===== config.mk =====
export PLATFORM = sky130hd
export DESIGN_NAME = rf_write_arbiter
export DESIGN_NICKNAME = d
export VERILOG_FILES = /design/src/rtl/rf_pkg.sv /design/src/rtl/rf_wb_fifo.sv /design/src/rtl/rf_write_arbiter.sv
export SDC_FILE = /design/constraint.sdc
export NUM_CORES = 1
export LEC_CHECK = 0
export ABC_AREA = 1
export BUFFER_PORTS_ARGS = -buffer_cell sky130_fd_sc_hd__buf_2
export CAP_MARGIN = 5
export CORE_MARGIN = 2
export CORE_UTILIZATION = 35
export DETAILED_ROUTE_END_ITERATION = 16
export PLACE_DENSITY = 0.56
export SYNTH_ARGS = -nofsm -noshare
export SYNTH_HDL_FRONTEND = slang
export SYNTH_SLANG_ARGS = --single-unit

===== constraint.sdc =====
create_clock -name clk -period 3.07 [get_ports clk]
set_input_delay 0.4605 -clock clk [delete_from_list [all_inputs] [get_ports clk]]
set_output_delay 0.4605 -clock clk [all_outputs]
set_load 0.05 [all_outputs]

===== src/rtl/rf_pkg.sv =====
// rf_pkg: shared definitions for the register-file write path.
//   RF_AW_DEFAULT / RF_DW_DEFAULT : default address / data widths
//   RF_ADDR_ZERO                  : hardwired zero register address
//   RF_WRITE_ENABLED / _DISABLED  : write-enable encodings
//   rf_wr_req_t                   : write request {addr, data} at default widths
package rf_pkg;

    localparam int unsigned RF_AW_DEFAULT = 5;
    localparam int unsigned RF_DW_DEFAULT = 32;

    localparam logic [RF_AW_DEFAULT-1:0] RF_ADDR_ZERO = '0;

    localparam logic RF_WRITE_ENABLED  = 1'b1;
    localparam logic RF_WRITE_DISABLED = 1'b0;

    typedef struct packed {
        logic [RF_AW_DEFAULT-1:0] addr;
        logic [RF_DW_DEFAULT-1:0] data;
    } rf_wr_req_t;

endpackage


===== src/rtl/rf_wb_fifo.sv =====
// rf_wb_fifo: DEPTH-entry circular buffer of multi-cycle write results with
// per-entry valid bits that can be squashed by destination address.
//   clk, reset           : clock, async active-high reset
//   push, push_addr/data : enqueue at tail (caller guarantees !full)
//   pop                  : drop head entry (caller guarantees !empty)
//   squash, squash_addr  : invalidate every valid entry targeting squash_addr
//   head_valid/addr/data : head entry view (valid only if occupied and not squashed)
//   empty, full          : slot occupancy, including squashed slots
//   valid_count          : number of valid (unsquashed) entries
//   entry_valid/addr     : per-entry view for the pending-destination bitmap
module rf_wb_fifo
    import rf_pkg::*;
#(
    parameter int unsigned DEPTH = 2,
    parameter int unsigned AW    = RF_AW_DEFAULT,
    parameter int unsigned DW    = RF_DW_DEFAULT,
    localparam int unsigned PW   = $clog2(DEPTH),
    localparam int unsigned CW   = PW + 1
) (
    input  logic                      clk,
    input  logic                      reset,
    input  logic                      push,
    input  logic [AW-1:0]             push_addr,
    input  logic [DW-1:0]             push_data,
    input  logic                      pop,
    input  logic                      squash,
    input  logic [AW-1:0]             squash_addr,
    output logic                      head_valid,
    output logic [AW-1:0]             head_addr,
    output logic [DW-1:0]             head_data,
    output logic                      empty,
    output logic                      full,
    output logic [CW-1:0]             valid_count,
    output logic [DEPTH-1:0]          entry_valid,
    output logic [DEPTH-1:0][AW-1:0]  entry_addr
);

    logic [PW-1:0]    wr_ptr;
    logic [PW-1:0]    rd_ptr;
    logic [CW-1:0]    occ_q;
    logic [DEPTH-1:0] valid_q;
    logic [AW-1:0]    addr_q [DEPTH];
    logic [DW-1:0]    data_q [DEPTH];

    // Later assignments win: the push of a new entry overrides any squash,
    // since the incoming result is newer than the pipeline write.
    always_ff @(posedge clk or posedge reset) begin
        if (reset) begin
            wr_ptr  <= '0;
            rd_ptr  <= '0;
            occ_q   <= '0;
            valid_q <= '0;
        end else begin
            for (int unsigned i = 0; i < DEPTH; i++) begin
                if (squash && valid_q[i] && (addr_q[i] == squash_addr))
                    valid_q[i] <= 1'b0;
            end
            if (pop) begin
                valid_q[rd_ptr] <= 1'b0;
                rd_ptr          <= rd_ptr + PW'(1);
            end
            if (push) begin
                valid_q[wr_ptr] <= 1'b1;
                wr_ptr          <= wr_ptr + PW'(1);
            end
            case ({push, pop})
                2'b10:   occ_q <= occ_q + CW'(1);
                2'b01:   occ_q <= occ_q - CW'(1);
                default: occ_q <= occ_q;
            endcase
        end
    end

    always_ff @(posedge clk) begin
        if (push) begin
            addr_q[wr_ptr] <= push_addr;
            data_q[wr_ptr] <= push_data;
        end
    end

    assign empty      = (occ_q == '0);
    assign full       = (occ_q == CW'(DEPTH));
    assign head_valid = !empty && valid_q[rd_ptr];
    assign head_addr  = addr_q[rd_ptr];
    assign head_data  = data_q[rd_ptr];
    assign entry_valid = valid_q;

    always_comb begin
        valid_count = '0;
        entry_addr  = '0;
        for (int unsigned i = 0; i < DEPTH; i++) begin
            valid_count   = valid_count + CW'(valid_q[i]);
            entry_addr[i] = addr_q[i];
        end
    end

endmodule


===== src/rtl/rf_write_arbiter.sv =====
// rf_write_arbiter: owns the register-file write port, merging the
// never-stalled pipeline writeback with buffered multi-cycle results.
//   clk, reset                 : clock, async active-high reset
//   pipe_valid/addr/data       : pipeline writeback (highest priority)
//   mc_valid/ready/addr/data   : multi-cycle result handshake
//   write_enable/addr/data     : registered register-file write port
//   byp_addrN/hitN/dataN       : bypass lookup against the in-flight write
//   pending_mask               : bit r set while a valid queued result targets r
//   pending_count              : number of valid queued results
module rf_write_arbiter
    import rf_pkg::*;
#(
    parameter int unsigned DEPTH = 2,
    parameter int unsigned AW    = RF_AW_DEFAULT,
    parameter int unsigned DW    = RF_DW_DEFAULT
) (
    input  logic                     clk,
    input  logic                     reset,
    input  logic                     pipe_valid,
    input  logic [AW-1:0]            pipe_addr,
    input  logic [DW-1:0]            pipe_data,
    input  logic                     mc_valid,
    output logic                     mc_ready,
    input  logic [AW-1:0]            mc_addr,
    input  logic [DW-1:0]            mc_data,
    output logic                     write_enable,
    output logic [AW-1:0]            write_addr,
    output logic [DW-1:0]            write_data,
    input  logic [AW-1:0]            byp_addr1,
    input  logic [AW-1:0]            byp_addr2,
    output logic                     byp_hit1,
    output logic                     byp_hit2,
    output logic [DW-1:0]            byp_data1,
    output logic [DW-1:0]            byp_data2,
    output logic [2**AW-1:0]         pending_mask,
    output logic [$clog2(DEPTH):0]   pending_count
);

    localparam logic [AW-1:0] ZERO_ADDR = AW'(RF_ADDR_ZERO);

    logic                     pipe_fire;
    logic                     mc_push;
    logic                     fifo_pop;
    logic                     head_valid;
    logic [AW-1:0]            head_addr;
    logic [DW-1:0]            head_data;
    logic                     fifo_empty;
    logic                     fifo_full;
    logic [DEPTH-1:0]         entry_valid;
    logic [DEPTH-1:0][AW-1:0] entry_addr;

    assign pipe_fire = pipe_valid && (pipe_addr != ZERO_ADDR);
    assign mc_ready  = !fifo_full;
    // Zero-register results complete the handshake but are never enqueued.
    assign mc_push   = mc_valid && mc_ready && (mc_addr != ZERO_ADDR);
    // A squashed head is discarded whenever present, even during a pipeline
    // write; a valid head waits while the pipeline owns the port.
    assign fifo_pop  = !fifo_empty && !(pipe_fire && head_valid);

    rf_wb_fifo #(
        .DEPTH (DEPTH),
        .AW    (AW),
        .DW    (DW)
    ) u_fifo (
        .clk         (clk),
        .reset       (reset),
        .push        (mc_push),
        .push_addr   (mc_addr),
        .push_data   (mc_data),
        .pop         (fifo_pop),
        .squash      (pipe_fire),
        .squash_addr (pipe_addr),
        .head_valid  (head_valid),
        .head_addr   (head_addr),
        .head_data   (head_data),
        .empty       (fifo_empty),
        .full        (fifo_full),
        .valid_count (pending_count),
        .entry_valid (entry_valid),
        .entry_addr  (entry_addr)
    );

    always_ff @(posedge clk or posedge reset) begin
        if (reset) begin
            write_enable <= RF_WRITE_DISABLED;
            write_addr   <= '0;
            write_data   <= '0;
        end else if (pipe_fire) begin
            write_enable <= RF_WRITE_ENABLED;
            write_addr   <= pipe_addr;
            write_data   <= pipe_data;
        end else if (head_valid) begin
            write_enable <= RF_WRITE_ENABLED;
            write_addr   <= head_addr;
            write_data   <= head_data;
        end else begin
            write_enable <= RF_WRITE_DISABLED;
        end
    end

    always_comb begin
        pending_mask = '0;
        for (int unsigned i = 0; i < DEPTH; i++) begin
            if (entry_valid[i])
                pending_mask[entry_addr[i]] = 1'b1;
        end
        pending_mask[0] = 1'b0;
    end

    assign byp_hit1  = write_enable && (write_addr == byp_addr1) && (byp_addr1 != ZERO_ADDR);
    assign byp_hit2  = write_enable && (write_addr == byp_addr2) && (byp_addr2 != ZERO_ADDR);
    assign byp_data1 = byp_hit1 ? write_data : '0;
    assign byp_data2 = byp_hit2 ? write_data : '0;

endmodule


==> results.json <==
{
  "grt_pass1_vias": 5178,
  "post-dp-hpwl_microns": 12900,
  "die_area_sq_um": 19200,
  "ys_ff_latch": 118,
  "drt_iter0_drc": 310,
  "dpl_cell_area_sq_um": 7620,
  "post_cts_buffers": 0,
  "io_pins": 227,
  "synth_common_cells": "nand2_1, edfxtp_1, inv_1",
  "ctsLongestPathBuffers": 2,
  "clock_sinks": 118,
  "grt_max_degree": 38,
  "numPlacedInstances": 1100,
  "clk_latency_ps": 420,
  "power.density_nw_per_um2": 995,
  "cts_hold_buf": 0,
  "layout.cells.non_filler": 1133,
  "fin_area_sq_um": 8220,
  "finalNetCount": 980,
  "syn_area_sq_um": 6320,
  "cts_tree": "built",
  "htree_num_levels": 4,
  "max_freq_mhz": 364,
  "vias": 5444,
  "setup_violations": 0,
  "synth_top_cell_by_area": "edfxtp_1",
  "path_max_fanout": 22,
  "syn_nets": 758,
  "p_leak_nw": 3.92,
  "critPathArrivalTime_ps": 2290,
  "synthTopCellsByArea": "edfxtp_1, dfrtp_1, nand2_1",
  "synthArstFlopShare_pct": 37.3,
  "postRouteAntennaNets": 0,
  "slew_headroom_pct": 57.8,
  "synth_cells": 668,
  "post-route-min-period_ps": 2750,
  "drt_first_pass_iters": 4,
  "hold_class": "in2async",
  "cts_resized": 0,
  "final_util_pct": 46.1,
  "ys_warn_count": 0,
  "cap_violations": 0,
  "syn_area_per_cell_sq_um": 9.46,
  "rsz0062_at_grt": "false",
  "grt_pass1_wl_microns": 28500,
  "place_congestion": 0.819,
  "port_buffers": 225,
  "globalRouteOverflowTotal": 0,
  "initial_core_util_pct": 35.4,
  "clk_pin_slew_worst_paths_ps": 60,
  "status": "finished clean",
  "cp-end-kind": "output port",
  "max-vdd-ir-drop_mv": 0.466,
  "die_y_microns": 138,
  "wirelength_microns": 18400,
  "drive_gt1_share_pct": 38.4,
  "synth.top_cell.area_share_pct": 35.1,
  "seq_area_frac_synth_pct": 52.6,
  "drc": 0,
  "critical_path_class": "reg2out",
  "maxSlewViolCount": 0,
  "cp-start-kind": "flip-flop",
  "fin_skew_ps": 14.6,
  "cts_root_buffer": "clkbuf_16",
  "hold_viol": 0,
  "num_rows": 49,
  "tightest_slew_ps": 630,
  "track_usage_pct": 19.1,
  "cts_buffers": 17,
  "wl_per_cell_microns": 16.3,
  "ys_types": 35,
  "cp.required_ps": 2610,
  "synth_edf_count": 74,
  "fin_tns_setup_ps": 0,
  "ys.flop_type": "edfxtp_1",
  "yosysMostFrequentCell": "nand2_1",
  "fillCellCount": 1754,
  "via_per_inst": 4.80,
  "period_share_pct": 89.5,
  "antenna_found_initial": 1,
  "syn_to_final_growth_pct": 30.1,
  "core_sq_um": 17800,
  "dieWidth_microns": 138
}
## through the flow
step / worst slack [ps] / hold slack [ps] / power [mW]
floorplan: 287 / 471 / 5.43
detailed placement: 652 / 505 / 6.26
global route: 89.9 / 99.6 / 8.65
global placement: 674 / 491 / 6.25
finish: 324 / 79.4 / 8.18
CTS: 305 / 92.4 / 8.28
## final timing paths
kind | start | to | slack [ps] | cells past startpoint
min in group clk | mc_data[8] | u_fifo.data_q[1][8] | 230 | 1
max | write_addr[3] | byp_data1[0] | 320 | 7
min | reset | write_data[6] | 80 | 2
max reg2reg | u_fifo.occ_q[0] | u_fifo.addr_q[0][1] | 1080 | 7
max in group asynchronous | reset | write_data[4] | 2380 | 3
min reg2reg | u_fifo.wr_ptr | u_fifo.wr_ptr | 520 | 2
## flip-flops by register name (all words and copies together), names as in the netlist
| name | cells |
|---|---|
| u_fifo.data_q | 64 |
| write_data | 32 |
| u_fifo.addr_q | 10 |
| write_addr | 5 |
| u_fifo.entry_valid | 2 |
| u_fifo.occ_q | 2 |
| u_fifo.rd_ptr | 1 |
| u_fifo.wr_ptr | 1 |
| write_enable | 1 |
## metal layers
metal	track usage [%]	part of all wire (%)
met4	5.75	0.80
met3	3.95	4.9
met1	25.1	45
met2	31.9	49
met5	0	0
## worst max-delay path, cell delays in order (launching register included)
cell and delay [ps]:
dfrtp_1 410, inv_1 100, o21ai_0 80, nor2_1 130, nand3_2 330, buf_4 370
nor3_1 160, buf_2 290
## placed cells by master, fill, tap and decap left out, drive strengths merged
cell type,instances
buf,237
nand3,59
a21oi,2
o21ai,42
or2,1
edfxtp,74
o211ai,36
xor2,5
nand4,1
clkinv,5
nor2,45
bufinv,2
inv,70
xnor2,12
clkbuf,17
ha,2
nor3,45
dfrtp,44
clkinvlp,2
conb,1
nand3b,1
a21boi,1
diode,1
nand2,199
## area by class of cell
| cell class | instances | area [sq um] | area share (%) |
|---|---|---|---|
| clock buffer | 17 | 425 | 5.17 |
| sequential | 118 | 3320 | 40.4 |
| timing repair buffer | 237 | 1250 | 15.2 |
| antenna | 1 | 2.50 | 0.0304 |
| clock inverter | 15 | 171 | 2.08 |
| inverter | 64 | 250 | 3.04 |
| multi-input combinational | 452 | 2510 | 30.5 |
| tap | 229 | 287 | 3.48 |
## where the power goes
| part | internal [mW] | switching (mW) |
|---|---|---|
| clock | 1.22 | 0.776 |
| sequential | 2.21 | 0.293 |
| combinational | 0.871 | 2.82 |
| total | 4.29 | 3.89 |
## cell families after synthesis
family,share of synthesized area (%)
flip-flops,52.6
adder cells (fa/ha/maj),0.396
other,0.0593
buffers and inverters,8.02
AO/OA/AOI/OAI,10.2
XOR/XNOR,2.35
AND/OR/NAND/NOR,26.4
No activity file was read; power rests on OpenSTA's default activity.
